[src/rtl/dmem_scan_arbiter_pkg.sv]
// Shared types and constants for the data-memory scan arbiter: window geometry,
// index type and scanner state encoding.
package dmem_scan_arbiter_pkg;

   localparam int DISP_BASE_ADDR = 4096;
   localparam int DISP_WORD_NUM  = 8;
   localparam int DISP_IDX_W     = $clog2(DISP_WORD_NUM);

   typedef logic [DISP_IDX_W-1:0] disp_index_t;

   typedef logic [1:0] scan_state_t;
   localparam scan_state_t SCAN_IDLE    = 2'd0;
   localparam scan_state_t SCAN_ISSUE   = 2'd1;
   localparam scan_state_t SCAN_CAPTURE = 2'd2;
   localparam scan_state_t SCAN_DONE    = 2'd3;

   // Counter width helper that never collapses to zero bits.
   function automatic int cnt_width(input int states);
      return (states > 1) ? $clog2(states) : 1;
   endfunction

endpackage

[src/rtl/dmem_scan_arbiter_shadow.sv]
// Shadow copy of the display window: one register per word, written by the
// scanner capture and by CPU write snoops (snoop has priority), read combinationally.
module dmem_scan_arbiter_shadow
   import dmem_scan_arbiter_pkg::*;
#(
   parameter int DATA_W = 32,
   parameter int WORDS  = DISP_WORD_NUM,
   parameter int IDX_W  = $clog2(DISP_WORD_NUM)
) (
   input  logic              clk,
   input  logic              srst,
   input  logic              cap_en,
   input  logic [IDX_W-1:0]  cap_idx,
   input  logic [DATA_W-1:0] cap_data,
   input  logic              snoop_en,
   input  logic [IDX_W-1:0]  snoop_idx,
   input  logic [DATA_W-1:0] snoop_data,
   input  logic [IDX_W-1:0]  rd_idx,
   output logic [DATA_W-1:0] rd_data
);

   logic [WORDS-1:0][DATA_W-1:0] file;

   genvar gi;
   generate
      for (gi = 0; gi < WORDS; gi++) begin : g_entry
         logic [DATA_W-1:0] entry_reg;

         // A snoop reflects a write that happened after the scanner's read, so it wins.
         always_ff @(posedge clk) begin
            if (srst) begin
               entry_reg <= '0;
            end else if (snoop_en && (snoop_idx == IDX_W'(gi))) begin
               entry_reg <= snoop_data;
            end else if (cap_en && (cap_idx == IDX_W'(gi))) begin
               entry_reg <= cap_data;
            end
         end

         assign file[gi] = entry_reg;
      end
   endgenerate

   assign rd_data = file[rd_idx];

endmodule

[src/rtl/dmem_scan_arbiter.sv]
// Shares the dmem port between the CPU and a background display scanner.
// Optional starvation stall: define DMEM_SCAN_STARVE_STALL_EN.
module dmem_scan_arbiter
   import dmem_scan_arbiter_pkg::*;
#(
   parameter int ADDR_W         = 16,
   parameter int DATA_W         = 32,
   parameter int DISP_BASE      = DISP_BASE_ADDR,
   parameter int DISP_WORDS     = DISP_WORD_NUM,
   parameter int REFRESH_CYCLES = 1024,
   parameter int MAX_WAIT       = 15
) (
   input  logic                          clkX4,
   input  logic                          rst,
   input  logic                          cpu_req,
   input  logic                          cpu_we,
   input  logic [ADDR_W-1:0]             cpu_addr,
   input  logic [DATA_W-1:0]             cpu_wdata,
   output logic [DATA_W-1:0]             cpu_rdata,
   output logic                          cpu_stall,
   output logic [ADDR_W-1:0]             mem_addr,
   output logic                          mem_we,
   output logic [DATA_W-1:0]             mem_wdata,
   input  logic [DATA_W-1:0]             mem_rdata,
   input  logic [$clog2(DISP_WORDS)-1:0] disp_sel,
   output logic [DATA_W-1:0]             disp_word,
   output logic                          disp_valid,
   output logic                          frame_done
);

   localparam int IDX_W = $clog2(DISP_WORDS);
   localparam int CNT_W = cnt_width(REFRESH_CYCLES);
   localparam logic [ADDR_W-1:0] BASE_A   = ADDR_W'(DISP_BASE);
   localparam logic [ADDR_W-1:0] WORDS_A  = ADDR_W'(DISP_WORDS);
   localparam logic [CNT_W-1:0]  CNT_LAST = CNT_W'(REFRESH_CYCLES - 1);
   localparam logic [IDX_W-1:0]  IDX_LAST = IDX_W'(DISP_WORDS - 1);

   generate
      if ((longint'(DISP_BASE) + longint'(DISP_WORDS)) > (longint'(1) << ADDR_W)) begin : g_bad_window
         $error("display window exceeds the dmem address space");
      end
      if ((DISP_WORDS < 2) || (DISP_WORDS > 16) || ((DISP_WORDS & (DISP_WORDS - 1)) != 0)) begin : g_bad_words
         $error("DISP_WORDS must be a power of two between 2 and 16");
      end
      if ((REFRESH_CYCLES < 2) || (MAX_WAIT < 1)) begin : g_bad_timing
         $error("REFRESH_CYCLES must be at least 2 and MAX_WAIT at least 1");
      end
   endgenerate

   scan_state_t       state_reg, state_next;
   logic [IDX_W-1:0]  idx_reg, idx_next;
   logic [CNT_W-1:0]  refresh_reg;
   logic              disp_valid_reg;
   logic              tick;
   logic              stall;
   logic              cpu_access;
   logic              scan_grant;
   logic [ADDR_W-1:0] win_offset;
   logic              in_window;
   logic              snoop_en;

   assign tick = (refresh_reg == CNT_LAST);

   always_ff @(posedge clkX4) begin
      if (rst) begin
         refresh_reg <= '0;
      end else if (tick) begin
         refresh_reg <= '0;
      end else begin
         refresh_reg <= refresh_reg + CNT_W'(1);
      end
   end

`ifdef DMEM_SCAN_STARVE_STALL_EN
   localparam int WAIT_W = cnt_width(MAX_WAIT + 1);
   logic [WAIT_W-1:0] wait_reg;

   // At the limit the CPU access is suppressed and the scanner takes the slot.
   assign stall = (state_reg == SCAN_ISSUE) && cpu_req && (wait_reg == WAIT_W'(MAX_WAIT));

   always_ff @(posedge clkX4) begin
      if (rst) begin
         wait_reg <= '0;
      end else if ((state_reg != SCAN_ISSUE) || scan_grant) begin
         wait_reg <= '0;
      end else begin
         wait_reg <= wait_reg + WAIT_W'(1);
      end
   end
`else
   assign stall = 1'b0;
`endif

   assign cpu_access = cpu_req && !stall;
   assign scan_grant = (state_reg == SCAN_ISSUE) && !cpu_access;

   always_comb begin
      mem_addr = '0;
      mem_we   = 1'b0;
      if (cpu_access) begin
         mem_addr = cpu_addr;
         mem_we   = cpu_we;
      end else if (state_reg == SCAN_ISSUE) begin
         mem_addr = BASE_A + ADDR_W'(idx_reg);
      end
   end

   assign mem_wdata = cpu_wdata;
   assign cpu_rdata = mem_rdata;
   assign cpu_stall = stall;

   always_comb begin
      state_next = state_reg;
      idx_next   = idx_reg;
      case (state_reg)
         SCAN_IDLE: begin
            if (tick) begin
               state_next = SCAN_ISSUE;
               idx_next   = '0;
            end
         end
         SCAN_ISSUE: begin
            if (scan_grant) begin
               state_next = SCAN_CAPTURE;
            end
         end
         SCAN_CAPTURE: begin
            if (idx_reg == IDX_LAST) begin
               state_next = SCAN_DONE;
            end else begin
               idx_next   = idx_reg + IDX_W'(1);
               state_next = SCAN_ISSUE;
            end
         end
         default: begin
            state_next = SCAN_IDLE;
         end
      endcase
   end

   always_ff @(posedge clkX4) begin
      if (rst) begin
         state_reg      <= SCAN_IDLE;
         idx_reg        <= '0;
         disp_valid_reg <= 1'b0;
      end else begin
         state_reg <= state_next;
         idx_reg   <= idx_next;
         if (state_reg == SCAN_DONE) begin
            disp_valid_reg <= 1'b1;
         end
      end
   end

   assign disp_valid = disp_valid_reg;
   assign frame_done = (state_reg == SCAN_DONE);

   // Offset compare avoids overflow when the window ends at the top of memory.
   assign win_offset = cpu_addr - BASE_A;
   assign in_window  = (cpu_addr >= BASE_A) && (win_offset < WORDS_A);
   assign snoop_en   = cpu_access && cpu_we && in_window;

   dmem_scan_arbiter_shadow #(
      .DATA_W (DATA_W),
      .WORDS  (DISP_WORDS),
      .IDX_W  (IDX_W)
   ) u_shadow (
      .clk        (clkX4),
      .srst       (rst),
      .cap_en     (state_reg == SCAN_CAPTURE),
      .cap_idx    (idx_reg),
      .cap_data   (mem_rdata),
      .snoop_en   (snoop_en),
      .snoop_idx  (win_offset[IDX_W-1:0]),
      .snoop_data (cpu_wdata),
      .rd_idx     (disp_sel),
      .rd_data    (disp_word)
   );

endmodule

[config.mk]
export PLATFORM = sky130hd
export DESIGN_NAME = dmem_scan_arbiter
export DESIGN_NICKNAME = d
export VERILOG_FILES = /design/src/rtl/dmem_scan_arbiter_pkg.sv /design/src/rtl/dmem_scan_arbiter_shadow.sv /design/src/rtl/dmem_scan_arbiter.sv
export SDC_FILE = /design/constraint.sdc
export NUM_CORES = 1
export LEC_CHECK = 0
export ABC_AREA = 1
export CORE_ASPECT_RATIO = 0.5
export CORE_MARGIN = 10
export CORE_UTILIZATION = 25
export CTS_CLUSTER_SIZE = 28
export DETAILED_ROUTE_END_ITERATION = 8
export PLACE_DENSITY = 0.43
export SETUP_SLACK_MARGIN = 0.1
export SLEW_MARGIN = 10
export SYNTH_ARGS = -nofsm -noshare
export SYNTH_HDL_FRONTEND = slang
export SYNTH_SLANG_ARGS = --single-unit
[constraint.sdc]
create_clock -name clkX4 -period 3.8 [get_ports clkX4]
set_input_delay 0.76 -clock clkX4 [delete_from_list [all_inputs] [get_ports clkX4]]
set_output_delay 0.76 -clock clkX4 [all_outputs]
set_load 0.02 [all_outputs]
### After elaboration in Yosys (flattened, before gate mapping)

Index checks and enable logic that the tools add are counted.

| storage, ports and cells | value |
|---|---|
| register bits after elaboration | 272 |
| input port bits | 87 |
| output and inout bits | 116 |
| word-level logic and storage cells | 104 |

| operators by class | value |
|---|---|
| add/subtract/negate cells | 4 |
| magnitude comparators | 3 |
| equal/unequal tests | 21 |
| mux-type cells | 28 |
| reductions and logical operators | 36 |

Operators by type and width:

| operator | number |
|---|---|
| 32-bit 2-to-1 mux | 17 |
| 32-bit binary-select mux with 3-bit select | 1 |
| 3-bit == test (second input constant) | 8 |
| 1-bit logical AND | 20 |
| 2-bit nonzero test | 9 |
| 16-bit by 13-bit greater-or-equal comparator with 1-bit output (second input constant) | 1 |
| 16-bit by 4-bit less-than comparator with 1-bit output (second input constant) | 1 |
| 16-bit 2-to-1 mux | 1 |
| 16-bit by 13-bit subtractor with 16-bit output (second input constant) | 1 |
| 13-bit by 3-bit adder with 14-bit output (first input constant) | 1 |
| 14-bit 2-to-1 mux | 1 |
| 3-bit by 2-bit == test with 1-bit output (second input constant) | 4 |
| 10-bit by 1-bit adder with 10-bit output (second input constant) | 1 |
| 10-bit == test (second input constant) | 1 |
| 3-bit by 1-bit == test with 1-bit output (second input constant) | 2 |
| 3-bit logical NOT | 2 |
| 2-bit 2-to-1 mux | 3 |
| 3-bit 2-to-1 mux | 2 |
| 2-bit != test (second input constant) | 3 |
| 2-bit one-hot mux with 3 select lines | 1 |
| 3-bit one-hot mux with 2 select lines | 1 |
| 2-bit == test (second input constant) | 2 |
| 3-bit by 4-bit less-than comparator with 1-bit output (second input constant) | 1 |
| 3-bit by 1-bit adder with 3-bit output (second input constant) | 1 |
| 7 further kinds | 7 |

### Longest topological paths before layout

Gate-level depths: netlist of run 1.

| depth | value |
|---|---|
| depth after elaboration | 6 |
| depth in mapped cells | 13 |
| gate-level depth less buffers | 11 |

### By module

A second synthesis of run 1 with hierarchy kept.

| second synthesis, totals | value |
|---|---|
| cell total of the unflattened synthesis | 2574 |
| area total of the unflattened synthesis | 15625.0 µm² |

Modules (own cells, without submodules):

| module | instances | cells an instance | area an instance (µm²) | sequential area each (µm²) |
|---|---|---|---|---|
| dmem_scan_arbiter_shadow | 1 | 2370 | 14217.4 | 5124.9 |
| dmem_scan_arbiter | 1 | 204 | 1407.6 | 320.3 |

### Worst setup path after synthesis of run 1

No wires, ideal clock.

| timing path | value |
|---|---|
| path type | input to output |
| start point | input port disp_sel[0] |
| end point | output port disp_word[10] |
| arrival time | 1.786 ns |
| required time | 3.040 ns |
| slack | 1.254 ns |
| stages | 6 |
| path buffers | 2 |
| cell sequence | inv_1 clkbuf_1 clkbuf_1 nor2_1 o22ai_1 o21a_1 |

| on the way | value |
|---|---|
| word-level cells in the longest chain between the ends | 2 |

Ends and longest elaborated chain:

| element | line | source |
|---|---|---|
| from (decl) | dmem_scan_arbiter.sv:25 | `input logic [$clog2(DISP_WORDS)-1:0] disp_sel,` |
| 32-bit binary-select mux with 3-bit select | dmem_scan_arbiter_shadow.sv:44 | `assign rd_data = file[rd_idx];` |
| 32-bit 2-to-1 mux (implied by the code) | dmem_scan_arbiter_shadow.sv:44 |  |
| to (decl) | dmem_scan_arbiter.sv:26 | `output logic [DATA_W-1:0] disp_word,` |

No other way between the ends. The select of a mux whose other input is x is not followed.

### Worst setup path after layout of run 1

| timing path | value |
|---|---|
| start point | input port disp_sel[0] |
| end point | output port disp_word[29] |

Same word-level chain as after synthesis.

==> run_results.csv, run 1 <==
group,metric,value,unit
cells_and_area,area.growth.synth_to_final,19.9,%
cts,post-cts-setup-buffer-count,0,
place,post_dp_cell_area,19700,um^2
hold_path,worstHoldPathCells,1,
setup_path,worstRegToRegCells,8,
die,initial_core_util,0.252,
setup_path,path_buf_inv,4,
hold_path,worst_min_path_class,"flop to flop",
logic_synthesis,synthDominantAreaCellType,"sky130_fd_sc_hd__dfxtp_1",
logic_synthesis,area_share_of_the_largest_cell_type_after_synthesis,0.314,
cts,clock_sink_count,272,
logic_synthesis,netlist_top_cells_area,"sky130_fd_sc_hd__dfxtp_1 (31%), sky130_fd_sc_hd__nand2_1 (19%), sky130_fd_sc_hd__nor2_1 (13%), sky130_fd_sc_hd__inv_1 (8.0%), sky130_fd_sc_hd__o21ai_0 (5.6%)",
timing,fin_tns_setup,0,ns
cts,cts-root-buf,"sky130_fd_sc_hd__clkbuf_16",
timing,grt_setup_unrepaired,"false",
detailed_routing,route.detailed.vias_per_inst,4.44,
timing,final_period_minus_worst_setup_slack,3.33,ns
grt,antenna_found_initial,0,
setup_path,delay_of_the_slowest_cell_on_the_worst_path,0.67,ns
place,dpl.hpwl,38.8,mm
logic_synthesis,count_of_mapped_cells_out_of_synthesis,3020,
die,fp.dieH,206,um
logic_synthesis,synth_nets,3114,
pwr,power-per-cell-area,341,nW/um^2
cts,cts_tree,"built",
timing,timing.clock.skew,0.0158,ns
logic_synthesis,synth.ff_latch_count,272,
detailed_routing,post-route-drc-count,0,
setup_path,critical-path-top-cell-by-count,"sky130_fd_sc_hd__buf_4",
setup_path,worst-endpoint-required,3.04,ns
setup_path,path_depth,8,
grt,grt_pass1_wl,101,mm
setup_path,timing.setup.critical_path_class,"primary input to primary output",
logic_synthesis,post_synth_instance_area,17300,um^2
timing,setup_violations,0,
cells_and_area,insertedDiodeCount,0,
timing,maxClockFrequency,0.301,GHz
cells_and_area,largest_register_ff_count,256,
die,coreArea,68800,um^2
cts,number_of_cts_inserted_buffers,34,
setup_path,timing.critical_path.slowest_stage_cell,"sky130_fd_sc_hd__clkdlybuf4s50_1",
detailed_routing,antenna_left,0,
pwr,ir_drop,0.000249,V
run_status,run_status,"finished, final reports clean",
setup_path,critical_path_cell_by_cell,"buf_4 > inv_4 > buf_4 > a21oi_1 > o21ai_0 > nand3_1 > o21a_1 > clkdlybuf4s50_1",
cells_and_area,n_fill_cell,7581,
cts,cts.hold.buffers_added,0,
logic_synthesis,synth_area_per_cell,5.74,um^2
logic_synthesis,warnings_synthesis,0,
die,die_area,81000,um^2
setup_path,path_delay_family,"buffers and inverters",
die,top_level_ports,203,
grt,global_route.overflow_total,0,
cells_and_area,post_route_cells_drive_above_1_share,0.0468,
cells_and_area,fin_cells,3965,
detailed_routing,detail_route.iter0.violations,941,
timing,max-slew-margin-rel,0.321,
cells_and_area,design_area,20800,um^2
setup_path,worst_setup_path_start_kind,"primary input",
timing,timing_max_transition_violations_final,0,
cts,post_cts_resized,0,
cts,ctsHtreeMaxLevel,2,
detailed_routing,route.final.wire_length,65.9,mm
die,die_width,393,um
timing,hold_viol,0,
die,rows,68,
setup_path,worstSetupEndpointType,"primary output",
place,dpl.cell_count,3907,
setup_path,worst-path-max-fanout,18,
flow_run,timing.max_cap.violations,0,
timing,worstMarginPinSlew,1.02,ns
cells_and_area,fin_nets,3127,
grt,globalRouteTotalUtil,0.159,
place,gp_routability_congestion,0.770,
detailed_routing,route.vias.total,17598,
detailed_routing,dr.pass1.iters,5,
setup_path,r2r_setup_slack,1.48,ns
cts,cts_max_path_buffers,3,
logic_synthesis,synth.distinct_cells,32,
grt,grt_pass1_vias,16713,
setup_path,cp_data_arrival_time,2.57,ns
logic_synthesis,synth_sequential_area_ratio,0.314,
pwr,leakage,9.98,nW
cts,worst_setup_hold_path_clk_slew,0.06,ns
place,placement.io_buffers,201,
timing,final.period_utilization,0.875,
detailed_routing,wl_per_cell,16.6,um
grt,grt_start_max_net_pins,72,
cts,clock_insertion_delay_worst_skew,0.54,ns
-- cells in the mapped netlist (all sizes together) --
library cell  instances
nand4                10
nand2               873
nor3                  3
o22ai                35
inv                 376
o21ai               384
clkbuf              100
o21bai                1
clkinv               15
xor2                  3
nor2                611
conb                  1
buf                 179
o21a                 32
dfxtp               272
a21oi                73
nand3                44
ha                    7
and3                  1
-- worst reg2reg max path, delay by kind of cell, from the launching register on --
| kind | cells | cell delay [ns] |
|---|---|---|
| AOI/OAI and AO/OA | 1 | 0.49 |
| buffers and inverters | 2 | 0.17 |
| DFF | 1 | 0.46 |
| and+or+nand+nor | 5 | 1.13 |
-- where the power goes --
part / switching, W / internal (W)
combinational: 0.000500 / 0.000313
clock: 0.00137 / 0.00205
sequential: 0.00000266 / 0.00285
total: 0.00188 / 0.00522
-- cells by family (layout without fill, tap and decap cells) --
| group | count (synthesis) | in the layout | share of synthesized area |
|---|---|---|---|
| and+or+nand+nor | 1542 | 1542 | 0.352 |
| adders and majority gates | 7 | 7 | 0.00505 |
| other | 1 | 1 | 0.000216 |
| buffers and inverters | 670 | 705 | 0.169 |
| xor gates and xnor gates | 3 | 3 | 0.00151 |
| DFF | 272 | 272 | 0.314 |
| AOI/OAI and AO/OA | 525 | 525 | 0.159 |
-- stage by stage --
step | hold WS, ns | worst slack (ns) | total power, W | utilization
floorplan | 0.430 | 1.25 | 0.00335 | -
detailed placement | 0.456 | 0.495 | 0.00375 | 0.285
finish | 0.468 | 0.474 | 0.00709 | 0.302
CTS | 0.470 | 0.494 | 0.00722 | 0.302
global route | 0.502 | 0.317 | 0.00737 | 0.302
global placement | 0.451 | 0.492 | 0.00374 | 0.285
-- cells in the final DEF, fill, tap and decap left out, types with 4 or more instances in the layout --
cell type,instances
sky130_fd_sc_hd__ha_1,7
sky130_fd_sc_hd__o21a_1,32
sky130_fd_sc_hd__clkinv_1,15
sky130_fd_sc_hd__nor2_1,604
sky130_fd_sc_hd__buf_12,15
sky130_fd_sc_hd__inv_1,367
sky130_fd_sc_hd__clkdlybuf4s50_1,195
sky130_fd_sc_hd__o22ai_1,35
sky130_fd_sc_hd__buf_4,44
sky130_fd_sc_hd__dfxtp_1,272
sky130_fd_sc_hd__nand4_4,8
sky130_fd_sc_hd__o21ai_1,190
sky130_fd_sc_hd__nand2_1,870
sky130_fd_sc_hd__clkbuf_16,37
sky130_fd_sc_hd__nor2_4,4
sky130_fd_sc_hd__clkbuf_1,6
sky130_fd_sc_hd__clkbuf_8,11
sky130_fd_sc_hd__o21ai_0,194
sky130_fd_sc_hd__nand3_1,41
sky130_fd_sc_hd__inv_2,6
sky130_fd_sc_hd__a21oi_1,73
-- path summary, 6_finish.rpt --
kind | endpoint | startpoint
max | disp_word[29] | disp_sel[0]
min | refresh_reg[0] | refresh_reg[0]
max reg2reg | u_shadow.g_entry[2].entry_reg[20] | state_reg[1]
min reg2reg | refresh_reg[0] | refresh_reg[0]
-- metal layers --
layer	routed length, um	part of all wire	vias up	GRT usage
met2	31500	0.48	327	0.279
met5	0	0	-	0
met4	1180	0.018	0	0.0334
li1	-	-	9131	-
met3	2740	0.042	85	0.0206
met1	30600	0.46	8055	0.208
-- area by class of cell --
type | instances | area [um^2] | area share
Sequential cell | 272 | 5450 | 0.262
Timing Repair Buffer | 256 | 2590 | 0.125
Clock buffer | 54 | 1100 | 0.0529
Inverter | 391 | 1480 | 0.0711
Clock inverter | 4 | 51.3 | 0.00247
Tap cell | 910 | 1140 | 0.0547
Multi-Input combinational cell | 2078 | 8990 | 0.432
No activity file was read; power rests on OpenSTA's default activity.
==> run 2, diff against run 1 <==
--- a/config.mk
+++ b/config.mk
@@ -11,6 +11,7 @@
 export CORE_UTILIZATION = 25
 export CTS_CLUSTER_SIZE = 28
 export DETAILED_ROUTE_END_ITERATION = 8
+export HOLD_SLACK_MARGIN = 0.15
 export PLACE_DENSITY = 0.43
 export SETUP_SLACK_MARGIN = 0.1
 export SLEW_MARGIN = 10
==> results of run 2 <==
The final DEF is identical to that of run 1; final timing and power are the same.
==> run 3, diff against run 2 <==
--- a/config.mk
+++ b/config.mk
@@ -8,11 +8,12 @@
 export ABC_AREA = 1
 export CORE_ASPECT_RATIO = 0.5
 export CORE_MARGIN = 10
-export CORE_UTILIZATION = 25
+export CORE_UTILIZATION = 62
 export CTS_CLUSTER_SIZE = 28
 export DETAILED_ROUTE_END_ITERATION = 8
 export HOLD_SLACK_MARGIN = 0.15
-export PLACE_DENSITY = 0.43
+export PLACE_DENSITY_LB_ADDON = 0.12
+export RECOVER_POWER = 100
 export SETUP_SLACK_MARGIN = 0.1
 export SLEW_MARGIN = 10
 export SYNTH_ARGS = -nofsm -noshare
==> run 3 against run 2 <==
Against the previous run:
- the run now ends with capacitance limit, slew limit left
- via count up 2.3%
- register-to-register slack got worse by 0.18 ns
- non-clock buffer count decreased by 18
==> run_results.csv, run 3 (synthesis gave the netlist of run 1 again) <==
group,metric,value,unit
run_status,run_status,"finished, violations left",
run_status,failed_checks,"capacitance limit, slew limit",
setup_path,worst-endpoint-required,4.29,ns
timing,maxClockFrequency,0.293,GHz
cts,clock_sink_count,272,
die,rows,43,
die,top_level_ports,203,
place,gp_routability_congestion,0.835,
timing,worst_slack,0.387,ns
setup_path,path_delay_family,"buffers and inverters",
detailed_routing,antenna_left,0,
die,initial_core_util,0.627,
detailed_routing,post-route-drc-count,0,
cells_and_area,largest_register_ff_count,256,
timing,fin_tns_setup,0,ns
die,fp.dieH,138,um
pwr,leakage,9.82,nW
detailed_routing,route.vias.total,17994,
detailed_routing,route.detailed.vias_per_inst,5.28,
timing,hold_viol,0,
grt,grt_pass1_vias,16170,
timing,final.period_utilization,0.898,
die,die_area,35500,um^2
setup_path,cp_data_arrival_time,3.90,ns
timing,max-slew-margin-rel,-0.410,
setup_path,worstSetupEndpointType,"flop",
detailed_routing,dr.pass1.iters,6,
cts,clock_insertion_delay_worst_skew,0.56,ns
die,die_width,257,um
setup_path,timing.critical_path.slowest_stage_cell,"sky130_fd_sc_hd__inv_1",
grt,antenna_found_initial,1,
cts,post_cts_resized,0,
setup_path,timing.setup.critical_path_class,"primary input to flop",
grt,grt_start_max_net_pins,101,
cells_and_area,final_common_cell,"sky130_fd_sc_hd__nand2_1",
detailed_routing,wl_per_cell,15.4,um
timing,timing_max_transition_violations_final,61,
pwr,power-per-cell-area,322,nW/um^2
place,dpl.hpwl,30.7,mm
pwr,ir_drop,0.000299,V
cells_and_area,area.growth.synth_to_final,13.6,%
place,placement.io_buffers,201,
cts,cts.hold.buffers_added,0,
place,dpl.cell_count,3361,
timing,timing.clock.skew,0.0172,ns
grt,grt.met1_usage,0.365,
grt,global_route.peak_usage_layer,"met2",
cts,cts_max_path_buffers,3,
cells_and_area,most-common-layout-cells,"sky130_fd_sc_hd__nand2_1 (870), sky130_fd_sc_hd__nor2_1 (604), sky130_fd_sc_hd__inv_1 (369)",
cts,number_of_cts_inserted_buffers,27,
cts,cts_tree,"built",
cells_and_area,n_fill_cell,2475,
place,worst_slack_placed,0.576,ns
setup_path,delay_of_the_slowest_cell_on_the_worst_path,1.52,ns
detailed_routing,detail_route.iter0.violations,1767,
setup_path,worst-path-max-fanout,61,
cts,worst_setup_hold_path_clk_slew,0.06,ns
setup_path,worst_setup_path_start_kind,"primary input",
cts,post-cts-setup-buffer-count,0,
grt,met3_usage,0.0387,
cells_and_area,fin_cells,3408,
hold_path,worst_min_path_class,"flop to flop",
grt,global_route.overflow_total,0,
cts,cts-root-buf,"sky130_fd_sc_hd__clkbuf_16",
cells_and_area,post_route_cells_drive_above_1_share,0.0370,
cts,ctsHtreeMaxLevel,1,
timing,worstMarginPinSlew,2.11,ns
cells_and_area,fin_nets,3102,
timing,setup_violations,0,
setup_path,path_buf_inv,2,
flow_run,timing.max_cap.violations,1,
setup_path,critical_path_cell_by_cell,"dlygate4sd3_1 > inv_1 > nand2_1 > o21bai_1 > a21oi_1",
die,coreArea,27700,um^2
detailed_routing,route.final.wire_length,52.6,mm
timing,grt_setup_unrepaired,"false",
timing,final_period_minus_worst_setup_slack,3.41,ns
grt,grt.met2_usage,0.473,
grt,grt_pass1_wl,83.9,mm
grt,globalRouteTotalUtil,0.281,
==> run 3: cell count changes in the layout (fill, tap and decap cells not counted), sizes merged <==
cell,delta
clkdlybuf4s50,-110
bufinv,+1
buf,-22
clkinv,+3
dlygate4sd3,+113
clkbuf,-17
diode,+1
clkinvlp,+2
==> run 3: cell type report <==
type,count,area (um^2),share of cell area
Inverter,391,1470,0.0746
Sequential cell,272,5450,0.276
Timing Repair Buffer,238,2420,0.123
Multi-Input combinational cell,2078,8990,0.457
Clock inverter,10,105,0.00534
Tap cell,382,478,0.0243
Antenna cell,1,2.50,0.000127
Clock buffer,36,779,0.0396
==> run 3: per-stage QoR <==
step / utilization / power [W] / hold WS (ns) / area (um^2)
floorplan: - / 0.00335 / 0.430 / 17300
global placement: 0.681 / 0.00368 / 0.444 / 18800
detailed placement: 0.681 / 0.00368 / 0.457 / 18800
CTS: 0.713 / 0.00639 / 0.467 / 19700
global route: 0.712 / 0.00653 / 0.488 / 19700
finish: 0.712 / 0.00635 / 0.464 / 19700
==> run 3: final timing paths <==
| path | from | end | slack [ns] | depth (start not counted) |
|---|---|---|---|---|
| setup / recovery | rst | refresh_reg[9] | 0.39 | 5 |
| hold / removal | refresh_reg[9] | refresh_reg[9] | 0.46 | 2 |
| setup reg to reg | idx_reg[0] | u_shadow.g_entry[7].entry_reg[5] | 1.30 | 12 |
| hold reg to reg | refresh_reg[9] | refresh_reg[9] | 0.46 | 2 |
==> run 3: worst register-to-register path, cell delays in order (launching register included) <==
cell and delay, ns:
sky130_fd_sc_hd__dfxtp_1 0.34, sky130_fd_sc_hd__ha_1 0.23, sky130_fd_sc_hd__ha_1 0.21, sky130_fd_sc_hd__nand2_1 0.07
sky130_fd_sc_hd__nor2_1 0.04, sky130_fd_sc_hd__inv_1 0.79, sky130_fd_sc_hd__buf_12 0.31, sky130_fd_sc_hd__nand2_1 0.11
sky130_fd_sc_hd__o21ai_0 0.09, sky130_fd_sc_hd__inv_1 0.07, sky130_fd_sc_hd__nand2_1 0.06, sky130_fd_sc_hd__nand2_1 0.05
sky130_fd_sc_hd__nor2_1 0.09
==> run 3: power breakdown <==
group | switching (W) | leakage [nW] | internal (W)
Clock | 0.00119 | 0.437 | 0.00156
Sequential | 0.00000235 | 2.19 | 0.00285
Combinational | 0.000466 | 7.20 | 0.000272
Total | 0.00166 | 9.82 | 0.00469
==> run 3: layer usage <==
metal,share of wire,vias up
met1,0.42,7985
met3,0.087,109
li1,-,9088
met5,0,-
met4,0.028,0
met2,0.46,812
